**src/rtl/mips_pkg.sv**
```systemverilog
// Shared definitions for the MIPS fetch front end.
//   RESET_PC_DEF / EXC_VECTOR_DEF : default reset and exception-entry addresses
//   fetch_state_t                 : fetch sequencer state (FETCH / HOLD)
//   pc_sel_t                      : next-PC source select code
package mips_pkg;

  localparam logic [31:0] RESET_PC_DEF   = 32'h0040_0000;
  localparam logic [31:0] EXC_VECTOR_DEF = 32'h0040_0004;

  typedef enum logic {
    FETCH = 1'b0,
    HOLD  = 1'b1
  } fetch_state_t;

  typedef enum logic [2:0] {
    SEL_SEQ  = 3'd0,
    SEL_BR   = 3'd1,
    SEL_J    = 3'd2,
    SEL_JR   = 3'd3,
    SEL_ERET = 3'd4,
    SEL_EXC  = 3'd5
  } pc_sel_t;

endpackage

```
**src/rtl/pc_target_calc.sv**
```systemverilog
// Combinational next-PC selection.
//   pc          : current fetch address
//   br_taken/br_offset, jump/jump_index, jr/jr_target : redirect requests
//   exc_req/eret_req : exception / return, already merged with pending flags
//   eret_target : return address (live epc or captured epc)
//   pc_plus4    : pc + 4 (wraps at 2^32)
//   next_pc     : selected next fetch address (EXC_VECTOR if target misaligned)
//   misaligned  : selected register-sourced target has nonzero low bits
module pc_target_calc
  import mips_pkg::*;
#(
  parameter logic [31:0] EXC_VECTOR = EXC_VECTOR_DEF
) (
  input  logic [31:0] pc,
  input  logic        br_taken,
  input  logic [31:0] br_offset,
  input  logic        jump,
  input  logic [25:0] jump_index,
  input  logic        jr,
  input  logic [31:0] jr_target,
  input  logic        exc_req,
  input  logic        eret_req,
  input  logic [31:0] eret_target,
  output logic [31:0] pc_plus4,
  output logic [31:0] next_pc,
  output logic        misaligned
);

  pc_sel_t     sel;
  logic [31:0] br_target;
  logic [31:0] j_target;

  assign pc_plus4 = pc + 32'd4;
  // Offset is a word count; the top two bits fall off, which is the 32-bit wrap.
  assign br_target = pc_plus4 + {br_offset[29:0], 2'b00};
  assign j_target  = {pc_plus4[31:28], jump_index, 2'b00};

  always_comb begin
    sel = SEL_SEQ;
    if (exc_req)       sel = SEL_EXC;
    else if (eret_req) sel = SEL_ERET;
    else if (jr)       sel = SEL_JR;
    else if (jump)     sel = SEL_J;
    else if (br_taken) sel = SEL_BR;
  end

  always_comb begin
    misaligned = 1'b0;
    next_pc    = pc_plus4;
    case (sel)
      SEL_EXC:  next_pc = EXC_VECTOR;
      SEL_ERET: begin
        next_pc    = eret_target;
        misaligned = (eret_target[1:0] != 2'b00);
      end
      SEL_JR: begin
        next_pc    = jr_target;
        misaligned = (jr_target[1:0] != 2'b00);
      end
      SEL_J:    next_pc = j_target;
      SEL_BR:   next_pc = br_target;
      default:  next_pc = pc_plus4;
    endcase
    // Only register-sourced targets can be misaligned; they divert to the handler.
    if (misaligned) next_pc = EXC_VECTOR;
  end

endmodule

```
**src/rtl/pc_next_unit.sv**
```systemverilog
// Program counter and fetch sequencer.
//   clk, rst      : clock, synchronous active-high reset
//   stall         : hold PC, no fetch advance
//   imem_ack      : instruction word for pc_out returned
//   br_*, jump*, jr* : redirects, honoured only on the advance cycle
//   exc, eret, epc_in : exception / return; latched if not on an advance cycle
//   imem_req      : fetch request (high in FETCH)
//   pc_out        : current fetch address
//   pc_plus4      : pc_out + 4, link value
//   addr_err      : high during the advance cycle that diverts a misaligned target
//   state         : debug view of the fetch state
//
// Handshake: imem_req is held high in FETCH until a cycle where imem_ack is
// sampled high; that cycle consumes the fetch. If stall is also high the unit
// parks in HOLD with imem_req low and advances once stall drops.
module pc_next_unit
  import mips_pkg::*;
#(
  parameter logic [31:0] RESET_PC   = RESET_PC_DEF,
  parameter logic [31:0] EXC_VECTOR = EXC_VECTOR_DEF
) (
  input  logic         clk,
  input  logic         rst,
  input  logic         stall,
  input  logic         imem_ack,
  input  logic         br_taken,
  input  logic [31:0]  br_offset,
  input  logic         jump,
  input  logic [25:0]  jump_index,
  input  logic         jr,
  input  logic [31:0]  jr_target,
  input  logic         exc,
  input  logic         eret,
  input  logic [31:0]  epc_in,
  output logic         imem_req,
  output logic [31:0]  pc_out,
  output logic [31:0]  pc_plus4,
  output logic         addr_err,
  output fetch_state_t state
);

  fetch_state_t state_q, state_d;
  logic [31:0]  pc_q;
  logic         exc_pend, eret_pend;
  logic [31:0]  epc_pend;
  logic         advance;
  logic         exc_req, eret_req;
  logic [31:0]  eret_target;
  logic [31:0]  next_pc;
  logic         misaligned;

  assign advance = !rst && !stall &&
                   (((state_q == FETCH) && imem_ack) || (state_q == HOLD));

  // A live eret carries the freshest epc; otherwise use the captured one.
  assign exc_req     = exc | exc_pend;
  assign eret_req    = eret | eret_pend;
  assign eret_target = eret ? epc_in : epc_pend;

  pc_target_calc #(
    .EXC_VECTOR (EXC_VECTOR)
  ) u_calc (
    .pc          (pc_q),
    .br_taken    (br_taken),
    .br_offset   (br_offset),
    .jump        (jump),
    .jump_index  (jump_index),
    .jr          (jr),
    .jr_target   (jr_target),
    .exc_req     (exc_req),
    .eret_req    (eret_req),
    .eret_target (eret_target),
    .pc_plus4    (pc_plus4),
    .next_pc     (next_pc),
    .misaligned  (misaligned)
  );

  always_comb begin
    state_d  = state_q;
    imem_req = !rst && (state_q == FETCH);
    if (advance) begin
      state_d = FETCH;
    end else if ((state_q == FETCH) && imem_ack && stall) begin
      state_d = HOLD;
    end
  end

  always_ff @(posedge clk) begin
    if (rst) begin
      state_q   <= FETCH;
      pc_q      <= RESET_PC;
      exc_pend  <= 1'b0;
      eret_pend <= 1'b0;
      epc_pend  <= '0;
    end else begin
      state_q <= state_d;
      if (advance) begin
        pc_q      <= next_pc;
        exc_pend  <= 1'b0;
        eret_pend <= 1'b0;
      end else begin
        if (exc) exc_pend <= 1'b1;
        if (eret) begin
          eret_pend <= 1'b1;
          epc_pend  <= epc_in;
        end
      end
    end
  end

  assign pc_out   = pc_q;
  assign addr_err = advance && misaligned;
  assign state    = state_q;

endmodule

```
**config.mk**
```make
export PLATFORM = sky130hd
export DESIGN_NAME = pc_next_unit
export DESIGN_NICKNAME = d
export VERILOG_FILES = /design/src/rtl/mips_pkg.sv /design/src/rtl/pc_target_calc.sv /design/src/rtl/pc_next_unit.sv
export SDC_FILE = /design/constraint.sdc
export NUM_CORES = 1
export LEC_CHECK = 0
export CAP_MARGIN = 20
export CELL_PAD_IN_SITES_DETAIL_PLACEMENT = 1
export CELL_PAD_IN_SITES_GLOBAL_PLACEMENT = 1
export CORE_MARGIN = 1.5
export CORE_UTILIZATION = 36
export CTS_BUF_LIST = sky130_fd_sc_hd__clkbuf_16
export DETAILED_ROUTE_END_ITERATION = 16
export PLACE_DENSITY_LB_ADDON = 0.05
export SYNTH_ARGS = -nofsm -noshare
export SYNTH_HDL_FRONTEND = slang
export SYNTH_SLANG_ARGS = --single-unit
```
**constraint.sdc**
```tcl
create_clock -name clk -period 7.8 [get_ports clk]
set_input_delay 1.56 -clock clk [delete_from_list [all_inputs] [get_ports clk]]
set_output_delay 1.56 -clock clk [all_outputs]
set_load 0.03 [all_outputs]
```
# --- After elaboration in Yosys (flattened, before gate mapping) ---
# Cells that the tools add are included.
classes:
  n_eq_ne: 5
  bitwise_logic: 3
  muxes: 9
  reduce_logical: 12
  add_sub_neg: 2
ops:
  columns: ["op", "n"]
  rows:
  - ["$pmux 32 s5", 1]
  - ["$mux 32", 2]
  - ["$add 32x3->32 const B", 1]
  - ["$add 32x32->32", 1]
  - ["$mux 3", 4]
  - ["$eq 3x2->1 const B", 2]
  - ["$eq 3x3->1 const B", 2]
  - ["$logic_and 1x1->1", 6]
  - ["$reduce_bool 2->1", 2]
  - ["$eq 3x1->1 const B", 1]
  - ["$logic_not 1->1", 2]
  - ["$or 1x1->1", 2]
  - ["$pmux 1 s2", 1]
  - ["$reduce_or 2->1", 1]
  - ["$logic_or 1x1->1", 1]
  - ["$mux 1", 1]
  - ["$not 1->1", 1]
totals:
  output_inout_bits: 67
  ff_bits: 67
  inputBits: 131
  word_cells: 36

# --- Depth between registers and ports, before layout ---
depth:
  word_depth: 8
  ltp_mapped: 17
  depth_no_buf: 15

# --- Cells and area by module ---
# A second synthesis with hierarchy kept.
hier_totals:
  hier_cells: 653
  area_unflattened_um2: 5759.3
modules_own_cells:
  columns: ["module", "area_each_um2", "seq_area_each_um2", "n_inst", "cells_per_inst"]
  rows:
  - ["pc_target_calc", 3118.0, 0.0, 1, 460]
  - ["pc_next_unit", 2641.3, 1341.3, 1, 193]

# --- Worst setup path after synthesis ---
# Ideal clock, no wire load.
synth_timing:
  path_kind: "input-to-output"
  start: "input port exc"
  end: "output port addr_err"
  t_arrival_ns: 2.584
  slack_ns: 3.656
  required_time_ns: 6.240
  n_path_buf: 0
  cell_stages: 4
  cell_sequence: "nor2_1 and3_1 a22oi_1 nor2b_1"
synth_via:
  elab_chain_cells: 5
  word_cells_on_any_way: 6
  cone_classes: "eq/ne (2); mux (2); bitwise (1); reduce/logical (1)"
synth_lines:
  columns: ["item", "line", "source"]
  rows:
  - ["from (decl)", "pc_next_unit.sv:32", "input logic exc,"]
  - ["$or 1x1->1 *", "pc_next_unit.sv:56", "assign exc_req = exc | exc_pend;"]
  - ["$mux 3 *", "pc_target_calc.sv:40", "if (exc_req) sel = SEL_EXC;"]
  - ["$eq 3x2->1 / $eq 3x3->1 (equally long branches)", "pc_target_calc.sv:50", "case (sel)"]
  - ["$pmux 1 s2 *", "pc_target_calc.sv:50", null]
  - ["$logic_and 1x1->1 *", "pc_next_unit.sv:112", "assign addr_err = advance && misaligned;"]
  - ["to (decl)", "pc_next_unit.sv:38", "output logic addr_err,"]
# Mark *: on every way between the ends. The rest lies on a longest branch, timed or not.

# --- Final worst setup path ---
layout_timing:
  start: "input port eret"
  end: "output port addr_err"
layout_via:
  elab_chain_cells: 6
  word_cells_on_any_way: 9
  cone_classes: "eq/ne (2); mux (4); bitwise (1); reduce/logical (2)"
layout_lines:
  columns: ["item", "line", "source"]
  rows:
  - ["from (decl)", "pc_next_unit.sv:33", "input logic eret,"]
  - ["$or 1x1->1", "pc_next_unit.sv:57", "assign eret_req = eret | eret_pend;"]
  - ["$mux 3", "pc_target_calc.sv:41", "else if (eret_req) sel = SEL_ERET;"]
  - ["$mux 3", "pc_target_calc.sv:40", null]
  - ["$eq 3x2->1 / $eq 3x3->1 (equally long branches)", "pc_target_calc.sv:50", null]
  - ["$pmux 1 s2 *", "pc_target_calc.sv:50", null]
  - ["$logic_and 1x1->1 *", "pc_next_unit.sv:112", null]
# Marked as above.

==> impl_metrics.json <==
{
  "outcome": "complete, no violations",
  "tritoncts": "yes",
  "dp_hpwl_mm": 18.7,
  "critPathSlowestCell": "buf_2",
  "p_sw_mw": 0.341,
  "synthCells": 710,
  "grt_pass1_wl_mm": 36.5,
  "clkTransAtPathRegs_ns": 0.06,
  "globalRouteMet3Util_pct": 2.79,
  "hold_class": "flip-flop to flip-flop",
  "wl_mm": 24.3,
  "layout_min_cycle_time_ns": 5.40,
  "areaGrowthSynthToFinish_pct": 40.5,
  "fin_setup_tns_ns": 0,
  "die_width_um": 130,
  "nets": 1052,
  "synth_edf_count": 0,
  "final_common_cell": "clkdlybuf4s50_1",
  "grt-ovfl-total": 0,
  "synth_ff_type": "dfxtp_1",
  "dr.pass1.iters": 5,
  "clock_latency_ns": 0.34,
  "cap_violations": 0,
  "slew_violations": 0,
  "total_power_mw": 1.06,
  "grt_pass1_vias": 6552,
  "worstSetupStartpointType": "input port",
  "worstPathArrival_ns": 3.84,
  "clockBufferDepth": 2,
  "use_met2_pct": 46.6,
  "diodes": 0,
  "htree_levels": 3,
  "grt_setup_unrepaired": "false",
  "antenna_found_initial": 0,
  "p_per_area_nw_per_um2": 130,
  "start_util_pct": 36.7,
  "total_leakage_power_nw": 3.26,
  "drive_gt1_share_pct": 7.79,
  "synth_area_um2": 5780,
  "syn_area_per_cell_um2": 8.14,
  "path_cells": "buf_2 -> nor2_1 -> and3_1 -> a22oi_1 -> nor2b_1 -> clkdlybuf4s50_1",
  "swShare_pct": 32.2,
  "final_cell_mix": "clkdlybuf4s50_1 (194), nand2_1 (74), dfxtp_1 (67)",
  "crit_fanout": 38,
  "cts_made_buffers": 9,
  "critical_path.max_stage_delay_ns": 0.72,
  "dieArea_um2": 16800,
  "ys_seq_elements": 67,
  "io_pins": 198,
  "clock-sinks": 67,
  "hold_viol_final": 0,
  "antenna_left": 0,
  "yosysWarnings": 0,
  "vias_per_cell": 5.84,
  "cp.required_ns": 6.24,
  "final-setup-viol-count": 0,
  "cts_hold_buf": 0,
  "seq_power_share_pct": 35.3,
  "cts_resized": 0,
  "cts_setup_buffers": 0,
  "use_met1_pct": 39.4,
  "grt_usage_pct": 28.4,
  "internal_power_mw": 0.718,
  "wire_per_inst_um": 22.1,
  "syn-num-nets": 881,
  "num_vias": 6440,
  "relSlewSlack_pct": 35.9,
  "finClkSkew_ns": 0.00927,
  "fmax_mhz": 185,
  "io_buffers": 195,
  "grt_start_max_net_pins": 39,
  "core-area_um2": 15800,
  "worst_slew_pin_slew_ns": 0.962,
  "clkPwrFrac_pct": 35.2,
  "combPwrFrac_pct": 29.5,
  "drc": 0,
  "irDropWorstVdd_uv": 71.4,
  "period_share_pct": 69.3,
  "worstSetupPathType": "input port to primary output",
  "cts_root_buf": "clkbuf_16",
  "grt_busiest_layer": "met2",
  "async_reset_ff_share_pct": 0,
  "ys_seq_area_share_pct": 23.2,
  "die_h_um": 130,
  "drtIter0Drc": 489,
  "num_rows": 46,
  "end_kind": "primary output",
  "yosys.cell_types.count": 73,
  "place_congestion": 0.878
}
worst max-delay path, delay by kind of cell:
family	cells	cell delay, ns
AO/OA/AOI/OAI	1	0.32
AND/OR/NAND/NOR	3	0.59
buffers and inverters	2	1.35
worst paths after layout:
kind	from	endpoint	slack, ns	cells past startpoint
worst max register to register	pc_out[5]	pc_out[29]	3.27	14
worst max-delay path	eret	addr_err	2.40	6
worst min-delay path	epc_pend[9]	epc_pend[9]	0.47	1
worst min register to register	epc_pend[9]	epc_pend[9]	0.47	1
sequential cells by signal, summed over array words and instances, names as in the netlist:
| name | cells |
|---|---|
| exc_pend | 1 |
| eret_pend | 1 |
| epc_pend | 32 |
| state | 1 |
| pc_out | 32 |
layout make-up:
type | count | area [um^2]
Fill cell | 1912 | 7650
Multi-Input combinational cell | 584 | 4180
Timing Repair Buffer | 203 | 2010
Sequential cell | 67 | 1340
Tap cell | 216 | 270
Clock buffer | 9 | 225
Inverter | 16 | 60.1
Clock inverter | 7 | 36.3
per-layer routing:
metal	routed length, um	share of wire, %
met3	1340	5.5
met2	11200	46
met1	11300	47
met4	427	1.8
met5	0	0
kinds of logic (layout without fill, tap and decap cells):
kind of cell / after synthesis / in the layout / share of synthesized area [%]
AOI/OAI and AO/OA: 241 / 241 / 30.1
and+or+nand+nor: 221 / 221 / 19.6
DFF: 67 / 67 / 23.2
buffers and inverters: 59 / 235 / 4.52
xor gates and xnor gates: 51 / 51 / 7.99
adders and majority gates: 40 / 40 / 8.79
muxes: 31 / 31 / 5.71
power groups by stage:
stage	logic (mW)	clock network (mW)	registers, mW
after floorplan	0.157	0	0.385
after global placement	0.300	0	0.380
after detailed placement	0.307	0	0.381
after CTS	0.310	0.375	0.374
after global routing	0.333	0.387	0.376
final	0.313	0.372	0.374
stage by stage:
stage               hold WS (ns)  cells  util (%)  worst slack, ns  instance area, um^2
floorplan                  0.438    710         -             3.66                 5780
global placement           0.452   1085      49.8             2.44                 7850
detailed placement         0.457   1085      49.8             2.41                 7850
CTS                        0.476   1101      51.5             2.42                 8120
global route               0.486   1102      51.5             2.26                 8120
finish                     0.475   1102      51.5             2.40                 8120
cell usage after synthesis (3+ instances only):
library cell  instances  share of area (%)
a22oi_1               5               0.65
o211ai_1              8                1.0
buf_4                 4               0.52
a221o_1              10                1.7
or2_2                 4               0.43
inv_1                15               0.97
o21ai_0              46                4.0
nor2_1               57                3.7
a22o_1               35                5.3
a222oi_1             14                2.4
nand3_1              18                1.6
buf_2                14                1.2
a21oi_1              46                4.0
xnor2_1              32                4.8
o21ai_1               4               0.35
nand2b_1              3               0.32
nand2_1              74                4.8
a31oi_1              12                1.3
nor2b_1               3               0.32
clkbuf_1             23                1.5
and2_1                6               0.65
dfxtp_1              67                 23
o221ai_1              4               0.61
mux2i_1              15                2.6
a21o_1               21                2.7
nand4_1              11                1.2
a221oi_1             10                1.5
nand3b_1              5               0.65
ha_1                 39                8.4
o21a_1                4               0.52
mux2_2               16                3.1
xor2_1               17                2.6
and3_1                9               0.97
nor3_1                9               0.78
No activity file was read; power rests on OpenSTA's default activity.
